### src/rtl/cis_line_seq_pkg.sv
// Shared types for the CIS line-scan sequencer.
// Holds state encodings and the minimum line length helper.
package cis_line_seq_pkg;

  typedef enum logic [2:0] {
    ST_IDLE   = 3'd0,
    ST_SP     = 3'd1,
    ST_DUMMY  = 3'd2,
    ST_ACTIVE = 3'd3,
    ST_GAP    = 3'd4
  } state_t;

  function automatic int min_line(
    input int dummy_pix,
    input int active_pix
  );
    return 1 + dummy_pix + active_pix;
  endfunction

endpackage

### src/rtl/cis_line_seq_if.sv
// Control and timing bundle between sequencer,
// ADC config writer and pixel capture logic.
interface cis_line_seq_if;

  logic        cfg_done;
  logic        start_cis;
  logic [15:0] sp_para;
  logic        cis_sp;
  logic        adc_cds;
  logic        cis_wren;
  logic [11:0] pix_idx;
  logic        line_done;
  logic        busy;
  logic        err_short;

  modport master (
    input  cfg_done,
    input  start_cis,
    input  sp_para,
    output cis_sp,
    output adc_cds,
    output cis_wren,
    output pix_idx,
    output line_done,
    output busy,
    output err_short
  );

  modport slave (
    output cfg_done,
    output start_cis,
    output sp_para,
    input  cis_sp,
    input  adc_cds,
    input  cis_wren,
    input  pix_idx,
    input  line_done,
    input  busy,
    input  err_short
  );

endinterface

### src/rtl/cis_line_seq_pix_tick_gen.sv
// Pixel-period divider: counts adc_clk cycles within a pixel.
// Exposes its next value so the top can register decoded outputs.
module pix_tick_gen #(
  parameter int PIX_DIV = 4,
  parameter int DW      = $clog2(PIX_DIV)
) (
  input  logic          adc_clk,
  input  logic          reset_n,
  input  logic          clear,
  output logic [DW-1:0] div,
  output logic [DW-1:0] div_nxt,
  output logic          pix_last
);

  localparam logic [DW-1:0] DIV_LAST = DW'(PIX_DIV - 1);

  always_comb begin
    pix_last = (div == DIV_LAST);
    div_nxt  = div + 1'b1;
    if (clear || pix_last) begin
      div_nxt = '0;
    end
  end

  always_ff @(negedge adc_clk) begin
    if (!reset_n) begin
      div <= '0;
    end else begin
      div <= div_nxt;
    end
  end

endmodule

### src/rtl/cis_line_seq.sv
// CIS line-scan sequencer: SP pulse, CDS gating, pixel strobes.
// All state and outputs update on the falling edge of adc_clk.
module cis_line_seq
  import cis_line_seq_pkg::*;
#(
  parameter int PIX_DIV    = 4,
  parameter int SP_WIDTH   = 2,
  parameter int DUMMY_PIX  = 2,
  parameter int ACTIVE_PIX = 4
) (
  input  logic           adc_clk,
  input  logic           reset_n,
  cis_line_seq_if.master bus
);

  localparam int DW = $clog2(PIX_DIV);
  localparam logic [15:0] MIN_L =
    16'(min_line(DUMMY_PIX, ACTIVE_PIX));
  localparam logic [15:0] FIRST_ACT = 16'(1 + DUMMY_PIX);
  localparam logic [15:0] LAST_ACT  = 16'(DUMMY_PIX + ACTIVE_PIX);
  localparam logic [15:0] DUMMY_END = 16'(DUMMY_PIX);
  localparam logic [DW-1:0] DIV_LAST = DW'(PIX_DIV - 1);

  state_t        state, state_n;
  logic [15:0]   pcnt, pcnt_n;
  logic [15:0]   len_q;
  logic [15:0]   len_req;
  logic          line_start;
  logic          go;
  logic          short_req;
  logic          tick_clear;
  logic [DW-1:0] div, div_nxt;
  logic          pix_last;

  logic          cis_sp_q, adc_cds_q, cis_wren_q;
  logic          line_done_q, busy_q, err_q;
  logic [11:0]   pix_idx_q;

  pix_tick_gen #(
    .PIX_DIV (PIX_DIV),
    .DW      (DW)
  ) u_tick (
    .adc_clk  (adc_clk),
    .reset_n  (reset_n),
    .clear    (tick_clear),
    .div      (div),
    .div_nxt  (div_nxt),
    .pix_last (pix_last)
  );

  assign go        = bus.start_cis & bus.cfg_done;
  assign short_req = (bus.sp_para < MIN_L);
  assign len_req   = short_req ? MIN_L : bus.sp_para;

  always_comb begin
    state_n    = state;
    pcnt_n     = pcnt;
    line_start = 1'b0;
    if (state == ST_IDLE) begin
      if (go) begin
        state_n    = ST_SP;
        pcnt_n     = '0;
        line_start = 1'b1;
      end
    end else if (!bus.cfg_done) begin
      state_n = ST_IDLE;
      pcnt_n  = '0;
    end else if (pix_last) begin
      if (pcnt == len_q - 16'd1) begin
        pcnt_n = '0;
        if (go) begin
          state_n    = ST_SP;
          line_start = 1'b1;
        end else begin
          state_n = ST_IDLE;
        end
      end else begin
        pcnt_n = pcnt + 16'd1;
        unique case (1'b1)
          (pcnt_n <= DUMMY_END): state_n = ST_DUMMY;
          (pcnt_n >  DUMMY_END && pcnt_n <= LAST_ACT):
            state_n = ST_ACTIVE;
          (pcnt_n >  LAST_ACT):  state_n = ST_GAP;
        endcase
      end
    end
  end

  assign tick_clear = line_start || (state_n == ST_IDLE);

  // Outputs are decoded from next-state values so they line up with state.
  always_ff @(negedge adc_clk) begin
    if (!reset_n) begin
      state       <= ST_IDLE;
      pcnt        <= '0;
      len_q       <= MIN_L;
      err_q       <= 1'b0;
      cis_sp_q    <= 1'b0;
      adc_cds_q   <= 1'b0;
      cis_wren_q  <= 1'b0;
      pix_idx_q   <= '0;
      line_done_q <= 1'b0;
      busy_q      <= 1'b0;
    end else begin
      state <= state_n;
      pcnt  <= pcnt_n;
      if (line_start) begin
        len_q <= len_req;
      end
      if (state_n == ST_IDLE && !bus.start_cis) begin
        err_q <= 1'b0;
      end else if (line_start && short_req) begin
        err_q <= 1'b1;
      end
      cis_sp_q   <= (state_n == ST_SP) &&
                    (int'(div_nxt) < SP_WIDTH);
      adc_cds_q  <= (state_n != ST_IDLE) &&
                    (int'(div_nxt) < PIX_DIV / 2);
      cis_wren_q <= (state_n == ST_ACTIVE) &&
                    (div_nxt == DIV_LAST);
      pix_idx_q  <= (state_n == ST_ACTIVE) ?
                    12'(pcnt_n - FIRST_ACT) : 12'd0;
      line_done_q <= (state_n == ST_ACTIVE) &&
                     (div_nxt == DIV_LAST) &&
                     (pcnt_n == LAST_ACT);
      busy_q     <= (state_n != ST_IDLE);
    end
  end

  assign bus.cis_sp    = cis_sp_q;
  assign bus.adc_cds   = adc_cds_q;
  assign bus.cis_wren  = cis_wren_q;
  assign bus.pix_idx   = pix_idx_q;
  assign bus.line_done = line_done_q;
  assign bus.busy      = busy_q;
  assign bus.err_short = err_q;

endmodule

### src/flat_wrapper.sv
// flat-port wrapper written by rule: the top's interface ports become plain ports
module cis_line_seq_flat import cis_line_seq_pkg::*;
#(
  parameter int PIX_DIV    = 4,
  parameter int SP_WIDTH   = 2,
  parameter int DUMMY_PIX  = 2,
  parameter int ACTIVE_PIX = 4
)
  (adc_clk, reset_n, bus_cfg_done, bus_start_cis, bus_sp_para, bus_cis_sp, bus_adc_cds, bus_cis_wren, bus_pix_idx, bus_line_done, bus_busy, bus_err_short);
  cis_line_seq_if bus_i ();
  input  logic adc_clk;
  input  logic reset_n;
  input wire logic [$bits(bus_i.cfg_done)-1:0] bus_cfg_done;
  input wire logic [$bits(bus_i.start_cis)-1:0] bus_start_cis;
  input wire logic [$bits(bus_i.sp_para)-1:0] bus_sp_para;
  output wire logic [$bits(bus_i.cis_sp)-1:0] bus_cis_sp;
  output wire logic [$bits(bus_i.adc_cds)-1:0] bus_adc_cds;
  output wire logic [$bits(bus_i.cis_wren)-1:0] bus_cis_wren;
  output wire logic [$bits(bus_i.pix_idx)-1:0] bus_pix_idx;
  output wire logic [$bits(bus_i.line_done)-1:0] bus_line_done;
  output wire logic [$bits(bus_i.busy)-1:0] bus_busy;
  output wire logic [$bits(bus_i.err_short)-1:0] bus_err_short;
  assign bus_i.cfg_done = bus_cfg_done;
  assign bus_i.start_cis = bus_start_cis;
  assign bus_i.sp_para = bus_sp_para;
  assign bus_cis_sp = bus_i.cis_sp;
  assign bus_adc_cds = bus_i.adc_cds;
  assign bus_cis_wren = bus_i.cis_wren;
  assign bus_pix_idx = bus_i.pix_idx;
  assign bus_line_done = bus_i.line_done;
  assign bus_busy = bus_i.busy;
  assign bus_err_short = bus_i.err_short;
  cis_line_seq #(.PIX_DIV(PIX_DIV), .SP_WIDTH(SP_WIDTH), .DUMMY_PIX(DUMMY_PIX), .ACTIVE_PIX(ACTIVE_PIX)) u_core (.adc_clk(adc_clk), .reset_n(reset_n), .bus(bus_i));
endmodule
### config.mk
export PLATFORM = sky130hd
export DESIGN_NAME = cis_line_seq_flat
export DESIGN_NICKNAME = d
export VERILOG_FILES = /design/src/rtl/cis_line_seq_pkg.sv /design/src/rtl/cis_line_seq_if.sv /design/src/rtl/cis_line_seq_pix_tick_gen.sv /design/src/rtl/cis_line_seq.sv /design/src/flat_wrapper.sv
export SDC_FILE = /design/constraint.sdc
export NUM_CORES = 1
export LEC_CHECK = 0
export ABC_AREA = 1
export CORE_MARGIN = 2
export CORE_UTILIZATION = 55
export CTS_CLUSTER_DIAMETER = 60
export DETAILED_ROUTE_END_ITERATION = 6
export GPL_ROUTABILITY_DRIVEN = 0
export GPL_TIMING_DRIVEN = 0
export HOLD_SLACK_MARGIN = 0.02
export PLACE_DENSITY_LB_ADDON = 0.05
export SETUP_SLACK_MARGIN = 0.4
export SYNTH_ARGS = -nofsm -noshare
export SYNTH_HDL_FRONTEND = slang
export SYNTH_SLANG_ARGS = --single-unit
### constraint.sdc
create_clock -name adc_clk -period 2.75 [get_ports adc_clk]
set_input_delay 0.275 -clock adc_clk [delete_from_list [all_inputs] [get_ports adc_clk]]
set_output_delay 0.275 -clock adc_clk [all_outputs]
set_load 0.005 [all_outputs]
* After elaboration in Yosys (flattened, before gate mapping)
Cells that the tools add are included.
Cells by class: muxes and demuxes 19, $add $sub $neg 4, bitwise logic cells 2, order comparisons 6, reductions and logical operators 15, eq/ne operators 6
Operators with widths (number):
- $mux W16 | 6
- $add A16 B1 Y16 const B | 1
- $eq A16 B16 Y1 | 1
- $eq A16 B3 Y1 const B | 1
- $gt A16 B2 Y1 const B | 1
- $gt A16 B3 Y1 const B | 1
- $le A16 B2 Y1 const B | 1
- $le A16 B3 Y1 const B | 1
- $lt A16 B3 Y1 const B | 1
- $sub A16 B1 Y16 const B | 1
- $mux W3 | 5
- $sub A12 B2 Y12 const B | 1
- $pmux W3 S3 | 1
- $logic_and A1 B1 Y1 | 7
- $logic_not A3 Y1 | 2
- $mux W1 | 6
- $eq A2 B2 Y1 const B | 2
- $eq A3 B1 Y1 const B | 1
- $eq A3 B2 Y1 const B | 1
- $reduce_bool A3 Y1 | 1
- $add A2 B1 Y2 const B | 1
- $logic_or A1 B1 Y1 | 2
- $lt A2 B2 Y1 const B | 1
- $mux W2 | 1
- 5 further kinds | 5
Word-level totals: output and inout port bits 18, register bits after elaboration 55

* Depth between registers and ports, before layout
Gate-level depths: netlist of the first run.
word-level depth 15, gate-level depth with buffers 24

* Cells and area by module
Synthesis of the first run repeated with hierarchy kept, for this count alone.
Unflattened totals: cells, all modules 635, area, all modules 3798.6 sq um
Modules (own cells, without submodules):
- cis_line_seq | cells each 622, times used 1, sequential area each 1061.0 sq um, area each 3706.1 sq um
- pix_tick_gen | cells each 13, times used 1, sequential area each 40.0 sq um, area each 92.6 sq um

==> summary.md, run 1 <==
| Metric | Value |
|---|---|
| Highest metal used | `met4` |
| Post-Place Worst Slack | `-1.28 ns` |
| Met1 wire length | `6000 um` |
| Status | `finished with violations` |
| Design area | `0.00597 sq mm` |
| PnR worst setup slack | `-0.260 ns` |
| Die height | `89.1 um` |
| YS warnings | `0` |
| Syn avg cell area | `6.05 sq um` |
| Yosys cell types | `41` |
| Worst R2R Start | `u_core.len_q[1]$_SDFFE_NN1P_` |
| Ant diodes | `0` |
| Met2 WL | `7670 um` |
| Grt ovf | `0` |
| Setup crit end kind | `flip-flop` |
| Overall routing resource usage | `33.8%` |
| DIE AREA | `0.00793 sq mm` |
| EDFF count, synth | `0` |
| Dpl hpwl | `8650 um` |
| Crit-path slowest cell | `a211oi_2` |
| Final Skew | `0.0418 ns` |
| Cell mode on critical path | `nor2_4` |
| CP cell instances | `buf_12 -> inv_12 -> nor2_4 -> inv_2 -> buf_8 -> a211oi_2 -> nand2_1 -> nand2_2 -> ha_4 -> nand3b_4 -> nor2_4 -> buf_4 -> xor2_2 -> nor2_1` |
| Share of cells above drive strength 1 | `36.5%` |
| Sw Ratio | `39.7%` |
| Total core area | `0.00714 sq mm` |
| R2R cell count | `23` |
| Initial antenna violation count | `0` |
| R2R Path End | `u_core.bus.pix_idx[8]$_SDFF_NN0_` |
| Clk network pwr share | `41.7%` |
| Sink Count | `55` |
| Final #Nets | `833` |
| Vias per cell | `5.78` |
| Critical path class | `primary input to flip-flop` |
| Post-synthesis sequential area ratio | `27.7%` |
| CP peak stage delay | `0.19 ns` |
| Worst path bufs/invs | `5` |
| Clock latency on the worst-skew pair | `0.42 ns` |
| Logic pwr share | `18.7%` |
| Max Cap Viol | `0` |
| Row count | `31` |
| I/O Buffers | `37` |
| Net Switching | `0.000840 W` |
| CP top delay family | `simple AND/OR/NAND/NOR gates` |
| Area Overhead vs Synth | `50.1%` |
| CTS Buf Count | `5` |
| Gate Count Post-Synth | `658` |
| Yosys top cell by area | `dfxtp_1` |
| CP arrival | `1.95 ns` |
| Final Setup Violations | `13` |
| Main area contributors after synthesis | `dfxtp_1, nand2_1, nor2_1, inv_1, nand3_1` |
| CTS clk-pin slew, worst paths | `0.05 ns` |
| Power density over cell area | `355 mW/mm^2` |
| Starting Density | `55.8%` |
| Dominant synthesized flop cell | `dfxtp_1` |
| Min-Delay Startpoint | `u_core.u_tick.div[0]$_SDFF_NN0_` |
| Remaining antenna violation count after routing | `0` |
| Per-cell routed wire length | `17.4 um` |
| Drt pass-1 iters | `5` |
| Crit path max fanout | `5` |
| Wire length on met3 | `1480 um` |
| P_leak | `2.96 nW` |
| Worst Path Required | `1.69 ns` |
| DP Area | `0.00461 sq mm` |
| Ports | `38` |
| H-tree depth | `2` |
| Fin. Hold Viols | `0` |
| Seq cells post-synth | `55` |
| Max clock buf depth | `2` |
| Die width | `89.1 um` |
| Flop pwr share | `39.7%` |
| Critical path startpoint category | `primary input` |
| Detailed Route WL | `15800 um` |
| Via count | `5238` |
| Global-route wire length before repair | `20800 um` |
| Syn Std Cell Area | `0.00398 sq mm` |
| P_int | `0.00128 W` |
| Failing checks | `setup timing` |
| CTS tree | `built` |
| Least-Margin Pin Slew | `0.672 ns` |
| 1st-iter DRT viols | `633` |
| Vias in the first global route | `4711` |
| RSZ-0062 raised after global routing | `true` |
| CTS root buf | `clkbuf_8` |
| Top-area cell type share of the netlist area | `27.7%` |
| Drt drc | `0` |
| Worst Hold Path Cells | `1` |
| Slew HR | `55.2%` |
| Slew Viols, Final | `0` |
| Largest net degree at the start of global routing | `20` |
| Post-synth ARST share | `0%` |
| Syn nets | `684` |
| FF-to-FF setup slack | `-0.23 ns` |
| Hold WC Path Type | `flip-flop to flip-flop` |
| Total negative slack | `-1.51 ns` |
| Peak VDD IR | `0.332 mV` |
| Worst Hold Path EP | `u_core.u_tick.div[0]$_SDFF_NN0_` |
flip-flops by register name (all words and copies together) (netlist names):
| register | cells |
|---|---|
| u_core.bus.cis_sp | 1 |
| u_core.bus.line_done | 1 |
| u_core.bus.cis_wren | 1 |
| u_core.bus.err_short | 1 |
| u_core.pcnt | 16 |
| u_core.u_tick.div | 2 |
| u_core.len_q | 16 |
| u_core.state | 3 |
| u_core.bus.busy | 1 |
| u_core.bus.adc_cds | 1 |
| u_core.bus.pix_idx | 12 |
area by class of cell:
cell class | count | area [sq um]
flip-flops and latches | 55 | 1120
multi-input cells | 499 | 3140
clock inverters | 58 | 243
well taps | 99 | 124
fillers | 443 | 1160
clock buffers | 5 | 68.8
plain buffers | 16 | 156
inverters | 88 | 363
repair buffers | 87 | 759
cell usage in the layout, fill, tap and decap left out, types with 9 or more instances in the layout:
cell type and instances:
nand2_4 12, nor2_2 19, a21oi_1 13, inv_2 24
o21ai_2 11, a21oi_2 19, dfxtp_1 43, xor2_1 10
nand3_2 10, buf_4 35, nor2_1 84, nand3_1 36
clkdlybuf4s50_1 9, dfxtp_2 10, nor2_4 26, inv_1 110
buf_2 16, nand2_2 28, buf_6 19, nand2_1 149
cell families (layout without fill, tap and decap cells):
family,count (synthesis),after routing,synth area share [%]
compound gates,81,81,12.0
xor+xnor,17,17,3.74
fa+ha+maj,6,6,1.89
buf+inv,105,254,10.5
flops,55,55,27.7
simple gates,394,395,44.2
what timing repair did:
item / 4_1_cts / 5_1_grt
endpoints found under the setup margin: 73 / 71
pin swaps: 47 / 40
gates resized for setup: 206 / 102
hold buffers: 0 / 0
gates cloned: 5 / 0
buffers inserted: 35 / 11
worst max-delay path by stage:
stage                                            start                                to  slack, ns  cells past startpoint
after floorplan                           bus_cfg_done  u_core.bus.pix_idx[8]$_SDFF_NN0_      -0.25                     15
after global placement                    bus_cfg_done   u_core.bus.line_done$_SDFF_NN0_      -1.25                     15
after detailed placement                  bus_cfg_done   u_core.bus.line_done$_SDFF_NN0_      -1.28                     15
after CTS                                 bus_cfg_done  u_core.bus.pix_idx[8]$_SDFF_NN0_      -0.09                     16
after global routing      u_core.len_q[1]$_SDFFE_NN1P_  u_core.bus.pix_idx[8]$_SDFF_NN0_      -0.31                     23
final                                     bus_cfg_done  u_core.bus.pix_idx[4]$_SDFF_NN0_      -0.26                     14
power groups by stage:
stage	combinational (W)	clock, W	sequential (W)
CTS	0.000342	0.000836	0.000840
detailed placement	0.000275	0.000124	0.000854
finish	0.000395	0.000883	0.000840
global route	0.000423	0.000964	0.000840
floorplan	0.000189	0.000124	0.000850
global placement	0.000270	0.000124	0.000853
routing by layer:
layer,global-route usage (%),vias to the layer above
met3,7.76,89
met4,16.1,0
met2,55.8,358
li1,-,2371
met5,0,-
met1,41.7,2420
stage by stage:
step                instances  hold slack (ns)  utilization (%)  total power, W
floorplan                 658            0.428                -         0.00116
global placement          794            0.450             64.6         0.00125
detailed placement        794            0.481             64.6         0.00125
CTS                       896            0.485             77.5         0.00202
global route              907            0.497             83.7         0.00223
finish                    907            0.506             83.7         0.00212
cells in the mapped netlist, drive strengths merged (8+ instances only):
| cell | count |
|---|---|
| nand4 | 8 |
| nand2 | 189 |
| dfxtp | 55 |
| inv | 86 |
| nor2 | 129 |
| o21ai | 26 |
| nor3 | 9 |
| clkbuf | 10 |
| xor2 | 11 |
| nand3 | 46 |
| a21oi | 38 |
Power figures use the tool's default switching activity.
==> inputs of run 2 (changes only) <==
--- a/config.mk
+++ b/config.mk
@@ -9,11 +9,13 @@
 export CORE_MARGIN = 2
 export CORE_UTILIZATION = 55
 export CTS_CLUSTER_DIAMETER = 60
+export CTS_CLUSTER_SIZE = 14
 export DETAILED_ROUTE_END_ITERATION = 6
 export GPL_ROUTABILITY_DRIVEN = 0
 export GPL_TIMING_DRIVEN = 0
 export HOLD_SLACK_MARGIN = 0.02
 export PLACE_DENSITY_LB_ADDON = 0.05
+export RECOVER_POWER = 25
 export SETUP_SLACK_MARGIN = 0.4
 export SYNTH_ARGS = -nofsm -noshare
 export SYNTH_HDL_FRONTEND = slang
==> results of run 2 <==
No change in the layout: final DEF, timing and power equal those of run 1.
==> inputs of run 3 (changes only) <==
==> constraint.sdc (replaced) <==
create_clock -name adc_clk -period 3.66 [get_ports adc_clk]
set_input_delay 0.366 -clock adc_clk [delete_from_list [all_inputs] [get_ports adc_clk]]
set_output_delay 0.366 -clock adc_clk [all_outputs]
set_load 0.005 [all_outputs]
==> run 3 against run 2 <==
Effect of this change:
- the flow now finishes without violations
- combinational power down 47%
- first-iteration DRC count decreased by 51%
- core utilization down 11 points
- clock power down 28%
- sequential cell count unchanged
- non-clock buffer count decreased by 25
- worst hold slack worse by 0.027 ns
- via count decreased by 12%
- worst setup slack improved by 0.47 ns
- routed wire length decreased by 22%
- cell count shrank 2.9%
- critical endpoint is now u_core.bus.line_done$_SDFF_NN0_
- largest power group unchanged
==> summary.md, run 3 (synthesis results as in run 1) <==
| Metric | Value |
|---|---|
| CP arrival | `1.94 ns (about the same)` |
| Total core area | `0.00714 sq mm (unchanged)` |
| Setup crit end kind | `flip-flop` |
| R2R Path End | `u_core.bus.pix_idx[9]$_SDFF_NN0_` |
| Max clock buf depth | `2 (unchanged)` |
| Commonest non-fill, non-tap cell in the layout | `nand2_1` |
| Ports | `38 (unchanged)` |
| Drt drc | `0 (unchanged)` |
| Share of cells above drive strength 1 | `17.1% (-19 points)` |
| Worst Hold Path EP | `u_core.u_tick.div[0]$_SDFF_NN0_` |
| Status | `completed` |
| Post-Place Worst Slack | `-0.898 ns (+0.387 ns)` |
| Die width | `89.1 um (unchanged)` |
| CTS clk-pin slew, worst paths | `0.05 ns (about the same)` |
| Dpl cells | `794 (unchanged)` |
| Worst Path Required | `2.16 ns (+0.47 ns)` |
| Slew HR | `62.8% (+7.6 points)` |
| Crit path max fanout | `6 (+1)` |
| P_int | `0.000925 W (-28%)` |
| CTS tree | `built` |
| P_leak | `2.74 nW (-7.5%)` |
| Min-Delay Startpoint | `u_core.u_tick.div[0]$_SDFF_NN0_` |
| Starting Density | `55.8% (unchanged)` |
| Flop pwr share | `42.8% (+3.1 points)` |
| Critical path class | `primary input to flip-flop` |
| Worst R2R Start | `u_core.len_q[0]$_SDFFE_NN1P_` |
| Final Skew | `0.0324 ns (-0.00936 ns)` |
| Peak VDD IR | `0.211 mV (-36%)` |
| CTS Buf Count | `5 (unchanged)` |
| 1st-iter DRT viols | `312 (-51%)` |
| Worst hold slack | `0.478 ns (-0.0275 ns)` |
| Most frequent cells in the layout | `nand2_1, inv_1, nor2_1` |
| Clk network pwr share | `43.0% (+1.3 points)` |
| Overall routing resource usage | `31.8% (-2.0 points)` |
| Grt ovf | `0 (unchanged)` |
| Max Cap Viol | `0 (unchanged)` |
| Ant diodes | `0 (unchanged)` |
| Clock latency on the worst-skew pair | `0.41 ns (about the same)` |
| Dpl hpwl | `8810 um (+1.9%)` |
| Remaining antenna violation count after routing | `0 (unchanged)` |
| Row count | `31 (unchanged)` |
| Power density over cell area | `286 mW/mm^2 (-19%)` |
| Logic pwr share | `14.3% (-4.4 points)` |
| Initial antenna violation count | `0 (unchanged)` |
| PnR worst setup slack | `0.215 ns (+0.475 ns)` |
| Global-route wire length before repair | `19900 um (-4.4%)` |
| Worst path bufs/invs | `5 (unchanged)` |
| Non-filler instance count after layout | `881 (-2.9%)` |
| DIE AREA | `0.00793 sq mm (unchanged)` |
| Slew Viols, Final | `0 (unchanged)` |
| Vias per cell | `5.23 (-9.5%)` |
| Largest net degree at the start of global routing | `20 (unchanged)` |
| CTS root buf | `clkbuf_8` |
| Detailed Route WL | `12300 um (-22%)` |
| Sw Ratio | `37.6% (-2.1 points)` |
| Sink Count | `55 (unchanged)` |
| Final Setup Violations | `0 (-13)` |
| Final #Nets | `807 (-3.1%)` |
| R2R cell count | `22 (-4.3%)` |
| Worst Hold Path Cells | `1 (unchanged)` |
| Area Overhead vs Synth | `30.0%` |
| Vias in the first global route | `4501 (-4.5%)` |
| Per-cell routed wire length | `14.0 um (-20%)` |
| Least-Margin Pin Slew | `0.558 ns (-0.114 ns)` |
| Die height | `89.1 um (unchanged)` |
| CP cell instances | `buf_12 -> inv_12 -> nor2_4 -> buf_4 -> buf_6 -> o21ai_0 -> a21oi_1 -> nand2_2 -> nand2_2 -> inv_2 -> nor2_1 -> nand2_1 -> nor2_1 -> nand3_1 -> nor2_1` |
| CP top delay family | `simple AND/OR/NAND/NOR gates` |
| Crit-path slowest cell | `a21oi_1` |
| FF-to-FF setup slack | `0.33 ns (+0.56 ns)` |
| Hold WC Path Type | `flip-flop to flip-flop` |
| Net Switching | `0.000557 W (-34%)` |
| CP peak stage delay | `0.19 ns (about the same)` |
| Worst path depth | `15 (+1)` |
| Critical path startpoint category | `primary input` |
| Via count | `4605 (-12%)` |
| Core Util, Final | `72.5% (-11 points)` |
| # hold bufs at CTS | `0 (unchanged)` |
| Cell mode on critical path | `nor2_1` |
| Drt pass-1 iters | `5 (unchanged)` |
| I/O Buffers | `37 (unchanged)` |
| Fin. Hold Viols | `0 (unchanged)` |
| RSZ-0062 raised after global routing | `true` |
| H-tree depth | `2 (unchanged)` |
==> run 3: changes by cell type in the layout (fill, tap and decap cells not counted), moves of 12 or more <==
cell / before / now
dfxtp_1: 43 / 55
dlygate4sd2_1: 7 / 21
o21ai_0: 5 / 19
buf_6: 19 / 5
a21oi_1: 13 / 28
buf_2: 16 / 2
buf_4: 35 / 22
inv_1: 110 / 123
nand2_1: 149 / 166
nor2_4: 26 / 12
nor2_1: 84 / 108
==> run 3: layout make-up <==
type                    instances  area, sq um
clock inverters                58          240
fillers                       623         1960
multi-input cells             498         2630
flip-flops and latches         55         1100
plain buffers                  16          103
clock buffers                   5         68.8
repair buffers                 62          562
inverters                      88          349
well taps                      99          124
==> run 3: metal layers <==
metal	GRT usage, %	vias up	routed length [um]
li1	-	2314	-
met2	54.7	190	5950
met1	36.6	2061	5150
met3	7.20	40	754
met5	0	-	0
met4	17.5	0	442
==> run 3: through the flow <==
step	total power (W)	cell area [sq um]	TNS, ns
after floorplan	0.000866	4050	0
after global placement	0.000928	4550	-15.54
after detailed placement	0.000933	4550	-16.82
after CTS	0.00149	5070	0
after global routing	0.00158	5170	0
final	0.00148	5170	0
==> run 3: power by group through the flow <==
| stage | Sequential [W] | Combinational (W) | Clock [W] |
|---|---|---|---|
| global route | 0.000633 | 0.000232 | 0.000711 |
| finish | 0.000633 | 0.000211 | 0.000637 |
| global placement | 0.000643 | 0.000193 | 0.0000930 |
| floorplan | 0.000638 | 0.000135 | 0.0000930 |
| CTS | 0.000633 | 0.000207 | 0.000649 |
| detailed placement | 0.000643 | 0.000196 | 0.0000930 |
==> run 3: timing repair <==
| item | 4_1_cts | 5_1_grt |
|---|---|---|
| pin swaps | 30 | 22 |
| setup endpoints to repair | 69 | 14 |
| gates resized for setup | 61 | 27 |
| cloned | 1 | 0 |
| setup buffers | 18 | 6 |
==> run 3: how the worst max path moves through the flow <==
stage                                             endpoint  slack (ns)                          from
after global routing      u_core.bus.pix_idx[9]$_SDFF_NN0_        0.09  u_core.len_q[0]$_SDFFE_NN1P_
final                      u_core.bus.line_done$_SDFF_NN0_        0.22                  bus_cfg_done
after floorplan           u_core.bus.pix_idx[8]$_SDFF_NN0_        0.12                  bus_cfg_done
after CTS                  u_core.bus.line_done$_SDFF_NN0_        0.25                  bus_cfg_done
after global placement     u_core.bus.line_done$_SDFF_NN0_       -0.85                  bus_cfg_done
after detailed placement   u_core.bus.line_done$_SDFF_NN0_       -0.90                  bus_cfg_done
